==> src/rtl/key_seq_pkg.sv <==
`default_nettype none
// ============================================================================
// Module     : key_seq_pkg
// Description: Shared types and constants for the key slot sequencer.
//              state_t      - sequencer phase (IDLE / LOAD / RUN)
//              MODE_SAT     - refuse key words once every slot is loaded
//              MODE_WRAP    - keep accepting, overwriting from slot 0
// Revision   : 1.0 - initial release
// ============================================================================
package key_seq_pkg;

  typedef enum logic [1:0] {
    IDLE = 2'd0,
    LOAD = 2'd1,
    RUN  = 2'd2
  } state_t;

  localparam int MODE_SAT  = 0;
  localparam int MODE_WRAP = 1;

endpackage
`default_nettype wire

==> src/rtl/key_slot_sequencer_mod_counter.sv <==
`default_nettype none
// ============================================================================
// Module     : mod_counter
// Description: Modulo-MOD up counter with explicit wrap at MOD-1 (no reliance
//              on a power-of-two rollover).
//   clk    in   clock
//   rst_n  in   asynchronous active-low reset
//   en     in   advance the count
//   clr    in   synchronous clear, takes priority over en
//   count  out  current count, W bits
//   tc     out  count is at its terminal value MOD-1
// Revision   : 1.0 - initial release
// ============================================================================
module mod_counter #(
  parameter int MOD = 4,
  parameter int W   = 2
) (
  input  logic         clk,
  input  logic         rst_n,
  input  logic         en,
  input  logic         clr,
  output logic [W-1:0] count,
  output logic         tc
);

  localparam logic [W-1:0] LAST = W'(MOD - 1);

  assign tc = (count == LAST);

  always_ff @(posedge clk or negedge rst_n) begin
    if (!rst_n) begin
      count <= '0;
    end else if (clr) begin
      count <= '0;
    end else if (en) begin
      count <= tc ? '0 : count + 1'b1;
    end
  end

endmodule
`default_nettype wire

==> src/rtl/key_slot_sequencer.sv <==
`default_nettype none
// ============================================================================
// Module     : key_slot_sequencer
// Description: Loads NUM_KEYS key slots during configuration with one-hot
//              write enables, then rotates the active key index on data-block
//              boundaries during the run phase.
//   clk         in   system clock
//   rst_n       in   asynchronous active-low reset
//   key_config  in   1 = configuration phase, 0 = run phase
//   in_valid    in   key word present
//   in_ready    out  slot available (accept = in_valid & in_ready)
//   key_we      out  one-hot slot write enable, same cycle as accept
//   wr_idx      out  next slot to be written
//   keys_loaded out  every slot written since the last LOAD entry
//   blk_done    in   end-of-data-block pulse
//   rd_idx      out  active key slot for the datapath
//   cfg_err     out  sticky: word offered while refused during LOAD
// Revision   : 1.0 - initial release
// ============================================================================
module key_slot_sequencer
  import key_seq_pkg::*;
#(
  parameter  int NUM_KEYS   = 4,
  parameter  int WRAP_MODE  = MODE_SAT,
  parameter  int ROT_PERIOD = 0,
  parameter  int ROT_W      = 8,
  localparam int IDX_W      = $clog2(NUM_KEYS)
) (
  input  logic                clk,
  input  logic                rst_n,
  input  logic                key_config,
  input  logic                in_valid,
  output logic                in_ready,
  output logic [NUM_KEYS-1:0] key_we,
  output logic [IDX_W-1:0]    wr_idx,
  output logic                keys_loaded,
  input  logic                blk_done,
  output logic [IDX_W-1:0]    rd_idx,
  output logic                cfg_err
);

  localparam logic WRAP_EN = (WRAP_MODE == MODE_WRAP);

  state_t state;
  state_t state_next;

  logic accept;
  logic load_entry;
  logic partial_abort;
  logic wr_last;
  logic blk_evt;
  logic rot_hit;
  logic rot_step;
  logic rd_wrap_unused;  // rd_idx wrap indication is not needed here

  // Any entry into LOAD restarts the whole key set; in_ready is derived from
  // the registered state, so no word can be accepted on the entry cycle.
  assign load_entry    = (state != LOAD) && key_config;
  assign partial_abort = (state == LOAD) && !key_config && !keys_loaded;
  assign accept        = in_valid && in_ready;
  assign blk_evt       = (state == RUN) && blk_done;
  assign rot_step      = blk_evt && rot_hit;

  // ---------------- FSM: state register ----------------
  always_ff @(posedge clk or negedge rst_n) begin
    if (!rst_n) state <= IDLE;
    else        state <= state_next;
  end

  // ---------------- FSM: next state ----------------
  always_comb begin
    state_next = state;
    case (state)
      IDLE:    if (key_config) state_next = LOAD;
      LOAD:    if (!key_config) state_next = keys_loaded ? RUN : IDLE;
      RUN:     if (key_config) state_next = LOAD;
      default: state_next = IDLE;
    endcase
  end

  // ---------------- FSM: outputs ----------------
  always_comb begin
    in_ready = 1'b0;
    key_we   = '0;
    if (state == LOAD) begin
      // Gating by key_config means a falling key_config never accepts a word.
      in_ready = key_config && (!keys_loaded || WRAP_EN);
      if (in_valid && in_ready) key_we = NUM_KEYS'(1) << wr_idx;
    end
  end

  // ---------------- slot indices ----------------
  mod_counter #(.MOD(NUM_KEYS), .W(IDX_W)) u_wr_cnt (
    .clk   (clk),
    .rst_n (rst_n),
    .en    (accept),
    .clr   (load_entry || partial_abort),
    .count (wr_idx),
    .tc    (wr_last)
  );

  // Clear has priority over enable, so a LOAD entry coinciding with a
  // rotating blk_done leaves rd_idx at 0.
  mod_counter #(.MOD(NUM_KEYS), .W(IDX_W)) u_rd_cnt (
    .clk   (clk),
    .rst_n (rst_n),
    .en    (rot_step),
    .clr   (load_entry),
    .count (rd_idx),
    .tc    (rd_wrap_unused)
  );

  // ---------------- status flags ----------------
  always_ff @(posedge clk or negedge rst_n) begin
    if (!rst_n) begin
      keys_loaded <= 1'b0;
      cfg_err     <= 1'b0;
    end else if (load_entry) begin
      keys_loaded <= 1'b0;
      cfg_err     <= 1'b0;
    end else begin
      if (accept && wr_last) keys_loaded <= 1'b1;
      if ((state == LOAD) && in_valid && key_config && !in_ready) cfg_err <= 1'b1;
    end
  end

  // ---------------- block counter ----------------
  generate
    if (ROT_PERIOD > 0) begin : g_rot
      localparam logic [ROT_W-1:0] BLK_LAST = ROT_W'(ROT_PERIOD - 1);
      logic [ROT_W-1:0] blk_cnt;

      assign rot_hit = (blk_cnt == BLK_LAST);

      always_ff @(posedge clk or negedge rst_n) begin
        if (!rst_n) begin
          blk_cnt <= '0;
        end else if (load_entry) begin
          blk_cnt <= '0;
        end else if (blk_evt) begin
          blk_cnt <= rot_hit ? '0 : blk_cnt + 1'b1;
        end
      end
    end else begin : g_no_rot
      // No rotation: rd_idx stays on slot 0 for the whole run phase.
      assign rot_hit = 1'b0;
    end
  endgenerate

endmodule
`default_nettype wire

==> config.mk <==
export PLATFORM = sky130hd
export DESIGN_NAME = key_slot_sequencer
export DESIGN_NICKNAME = d
export VERILOG_FILES = /design/src/rtl/key_seq_pkg.sv /design/src/rtl/key_slot_sequencer_mod_counter.sv /design/src/rtl/key_slot_sequencer.sv
export SDC_FILE = /design/constraint.sdc
export NUM_CORES = 1
export LEC_CHECK = 0
export CAP_MARGIN = 10
export CORE_AREA = 4 4 41 43
export CTS_CLUSTER_SIZE = 24
export DETAILED_ROUTE_END_ITERATION = 10
export DIE_AREA = 0 0 45 47
export GPL_TIMING_DRIVEN = 1
export REMOVE_ABC_BUFFERS = 1
export SLEW_MARGIN = 20
export SYNTH_ARGS = -nofsm -noshare
export SYNTH_HDL_FRONTEND = slang
export SYNTH_SLANG_ARGS = --single-unit
==> constraint.sdc <==
create_clock -name clk -period 1.8 [get_ports clk]
set_input_delay 0.45 -clock clk [delete_from_list [all_inputs] [get_ports clk]]
set_output_delay 0.45 -clock clk [all_outputs]
set_load 0.01 [all_outputs]
Word-level counts from Yosys, hierarchy flattened. Index checks and enable logic that the tools add are counted.

Input bits: 5. Output and inout bits: 11. Word-level logic and storage cells: 46. Bits in registers: 6.

Mux-type cells: 14. Shift-type cells: 1. Add/subtract/negate cells: 1. Equality and inequality tests: 6. Reductions and logical operators: 20.

Operators by type and width (number): $mux 2 (6); $logic_and 1x1->1 (10); $mux 4 (2); $reduce_bool 2->1 (3); $mux 1 (5); $eq 2x2->1 const B (2); $ne 2x1->1 const B (2); $pmux 2 s2 (1); $shl 1x2->4 const A (1); $logic_not 1->1 (3); $add 2x1->2 const B (1); $eq 2x1->1 const B (1); $logic_not 2->1 (1); $ne 2x2->1 const B (1); $reduce_and 2->1 (1); $reduce_or 2->1 (1); $logic_or 1x1->1 (1).

Logic depth before layout (Yosys ltp).
Word-level depth: 7. Gate-level depth with buffers: 4. Gate-level depth less buffers: 4.

Hierarchy. From an unflattened synthesis, not the netlist that was laid out.

Cell total of the unflattened synthesis: 45. Area, all modules: 445.4 µm².

Modules (own cells, without submodules): key_slot_sequencer (sequential area each 100.1 µm², cells an instance 29, area each 245.2 µm², instances 1); mod_counter (sequential area each 50.0 µm², cells an instance 8, area each 100.1 µm², instances 2).

Worst setup path after synthesis. OpenSTA, ideal clock, no wires.

Path type: input-to-output. Start point: in key_config. End point: out in_ready. Path buffers: 1. Cell stages on the path: 2. Setup slack: 0.411 ns. Data required time: 1.350 ns. Data arrival time: 0.939 ns. Path through: buf_2 -> nor3b_1.

Longest elaborated chain between the ends: 2.

Ends and longest elaborated chain: start: declaration (line key_slot_sequencer.sv:31) `input logic key_config,`; $logic_and 1x1->1 (line key_slot_sequencer.sv:87) `in_ready = key_config && (!keys_loaded || WRAP_EN);`; $mux 1 (line key_slot_sequencer.sv:85) `if (state == LOAD) begin`; end: declaration (line key_slot_sequencer.sv:33) `output logic in_ready,`.

Every way passes these cells.

Worst setup path after layout.
Start point: reg state[1]. End point: out key_we[0].

Longest elaborated chain between the ends: 2.

Ends and longest elaborated chain: start: declaration (line key_slot_sequencer.sv:44) `state_t state;`; start signal: assignment (line key_slot_sequencer.sv:67) `else state <= state_next;`; $eq 2x1->1 (line key_slot_sequencer.sv:85); $mux 4 (line key_slot_sequencer.sv:85); end: declaration (line key_slot_sequencer.sv:34) `output logic [NUM_KEYS-1:0] key_we,`.

Every way passes these cells.

==> reports/results.ini <==
[power]
ir_drop_mv=0.327
power_density_nw_per_um2=600
p_leak_uw=0.000334

[setup_path]
path_cells=nand2b_4, nor3_4, buf_6, and2_4, buf_6
startpoint=state[1]$_DFFE_PN0P_
max_stage_delay_ps=370
crit_top_cell=buf_6
start_kind=register
crit_type=reg2out
cp-end-kind=primary output
required_ps=1350
arrival_ps=1340
r2r_start=state[1]$_DFFE_PN0P_
worst_path_max_delay_cell=dfrtp_1
worstPathMaxFanout=4

[floorplanning]
rows=13
core_area_um2=1300
start_util=0.314
die-height_um=47
top_level_ports=16
die_x_um=45
dieArea_um2=2120

[route]
ant_nets=0
via_count=388
dr.pass1.iters=4
drc=0
via_per_inst=4.62
routed_wirelength_um=948
first_iter_violations=6
wire_per_inst_um=11.3

[synthesis]
synthDominantCellAreaShare=0.367
synth-seq-cells=6
ys.flop_type=dfrtp_1
synthCells=42
synth_common_cells=dfrtp_1, and2_1, ha_1
synth_edf_count=0
synth_cell_types=23
yosys.area.top_type=dfrtp_1
syn_area_um2=409
ys_seq_area_frac=0.367
avgSynthCellArea_um2=9.74
synth_area_leaders=dfrtp_1, ha_1, and2_1
synthArstFlopShare=1.00
synth.most_common_cell=dfrtp_1
synth_warnings=0

[placed_design]
place.gp.congestion=0.722
dp.final_hpwl_um=683
port-buffer-count=12
dp_slack_ps=-546

[layout]
drive_gt1_frac=0.391
finalNetCount=80
area_growth_pct=63.3
fillers=141
diodes=0

[cts]
cts_max_path_buffers=2
cts_tree=done
cts_made_buffers=3
clk_latency_ps=250
cts_num_sinks=6
cts_hold_buf=0
cts-root-buf=clkbuf_4
clk_pin_slew_ps=50
cts-htree-levels=1

[grt]
grt_pass1_vias=391
grt_use_total=0.110
antenna_found_initial=0
grt_first_pass_wirelength_um=1610
gr-total-overflow=0
grt_max_degree=11

[outcome]
status=completed

[timing]
setup_viol=0
hold_ws_ps=438
setup_ws_ps=11.5
min_period_ps=1790
min_period_over_period=0.994
fin_skew_ps=9.61
rsz0062_at_grt=true
maxSlewViolCount=0
fmax_mhz=559
final-hold-violation-count=0

[worst_hold_path]
min_path_type=in2async

[job]
maxCapViolations=0

==> layout by cell type, fill, tap and decap left out, drive strengths merged <==
cell	instances
clkdlybuf4s15	1
dlygate4sd2	3
buf	18
and2	4
ha	4
a21boi	1
clkdlybuf4s50	4
and2b	1
nor3b	1
nand2b	1
nor3	2
a21o	1
nand4b	1
dfrtp	6
o21a	1
o21ai	1
clkbuf	3
nand2	1
a31oi	3
conb	2
inv	2
a21oi	3
nor2	2
o2bb2ai	1
nor2b	2
==> metal layers <==
layer,track usage,wire length [µm]
met2,0.175,446
met4,0.0877,0
met1,0.127,410
met5,0,0
met3,0.0230,92
==> state kept, by name, summed over array words and instances (netlist names) <==
signal / cells
state: 2
keys_loaded: 1
u_wr_cnt.count: 2
cfg_err: 1
==> path summary, 6_finish.rpt <==
path,cells past startpoint,endpoint,slack (ps)
worst max-delay path,5,key_we[0],10
worst min-delay path,1,keys_loaded$_DFFE_PN0P_,440
worst max register to register,6,u_wr_cnt.count[0]$_DFFE_PN0P_,540
worst min register to register,2,cfg_err$_DFFE_PN0P_,550
max in group asynchronous,1,u_wr_cnt.count[0]$_DFFE_PN0P_,1140
min in group clk,2,cfg_err$_DFFE_PN0P_,550
==> cells by family (layout without fill, tap and decap cells) <==
| kind of cell | count (synthesis) | after routing | synth area share |
|---|---|---|---|
| other | 1 | 2 | 0.00917 |
| adder cells (fa/ha/maj) | 4 | 4 | 0.122 |
| buffers and inverters | 5 | 31 | 0.0673 |
| flip-flops | 6 | 6 | 0.367 |
| AO/OA/AOI/OAI | 11 | 11 | 0.171 |
| AND/OR/NAND/NOR | 15 | 15 | 0.263 |
==> area by class of cell <==
| class | instances | area, µm² | area share |
|---|---|---|---|
| Clock buffer | 3 | 22.5 | 0.0337 |
| Multi-Input combinational cell | 32 | 245 | 0.367 |
| Tap cell | 15 | 18.8 | 0.0281 |
| Inverter | 2 | 7.51 | 0.0112 |
| Sequential cell | 6 | 150 | 0.225 |
| Timing Repair Buffer | 26 | 224 | 0.335 |
==> critical path: cells and delay by family, from the launching register on <==
kind	cells	cell delay [ps]
buffers and inverters	2	220
flip-flops	1	370
AND/OR/NAND/NOR	3	500
==> through the flow <==
step / setup TNS, ps / instances / util / total power [µW] / cell area [µm²]
finish: 0 / 84 / 0.513 / 401 / 668
global route: -232 / 84 / 0.513 / 427 / 668
detailed placement: -2590 / 77 / 0.466 / 265 / 607
CTS: 0 / 82 / 0.485 / 400 / 631
global placement: -2530 / 77 / 0.466 / 265 / 607
floorplan: 0 / 40 / - / 202 / 393
==> power breakdown <==
part	switching (µW)	internal, µW
Sequential	10.5	144
Clock	55.7	75.9
Combinational	51.2	63.0
==> what timing repair did <==
item | CTS | global route
gates resized for setup | 20 | 9
setup buffers | 2 | 2
endpoints found under the setup margin | 6 | 5
pin swaps | 1 | 5
(Power assumes the default switching activity.)
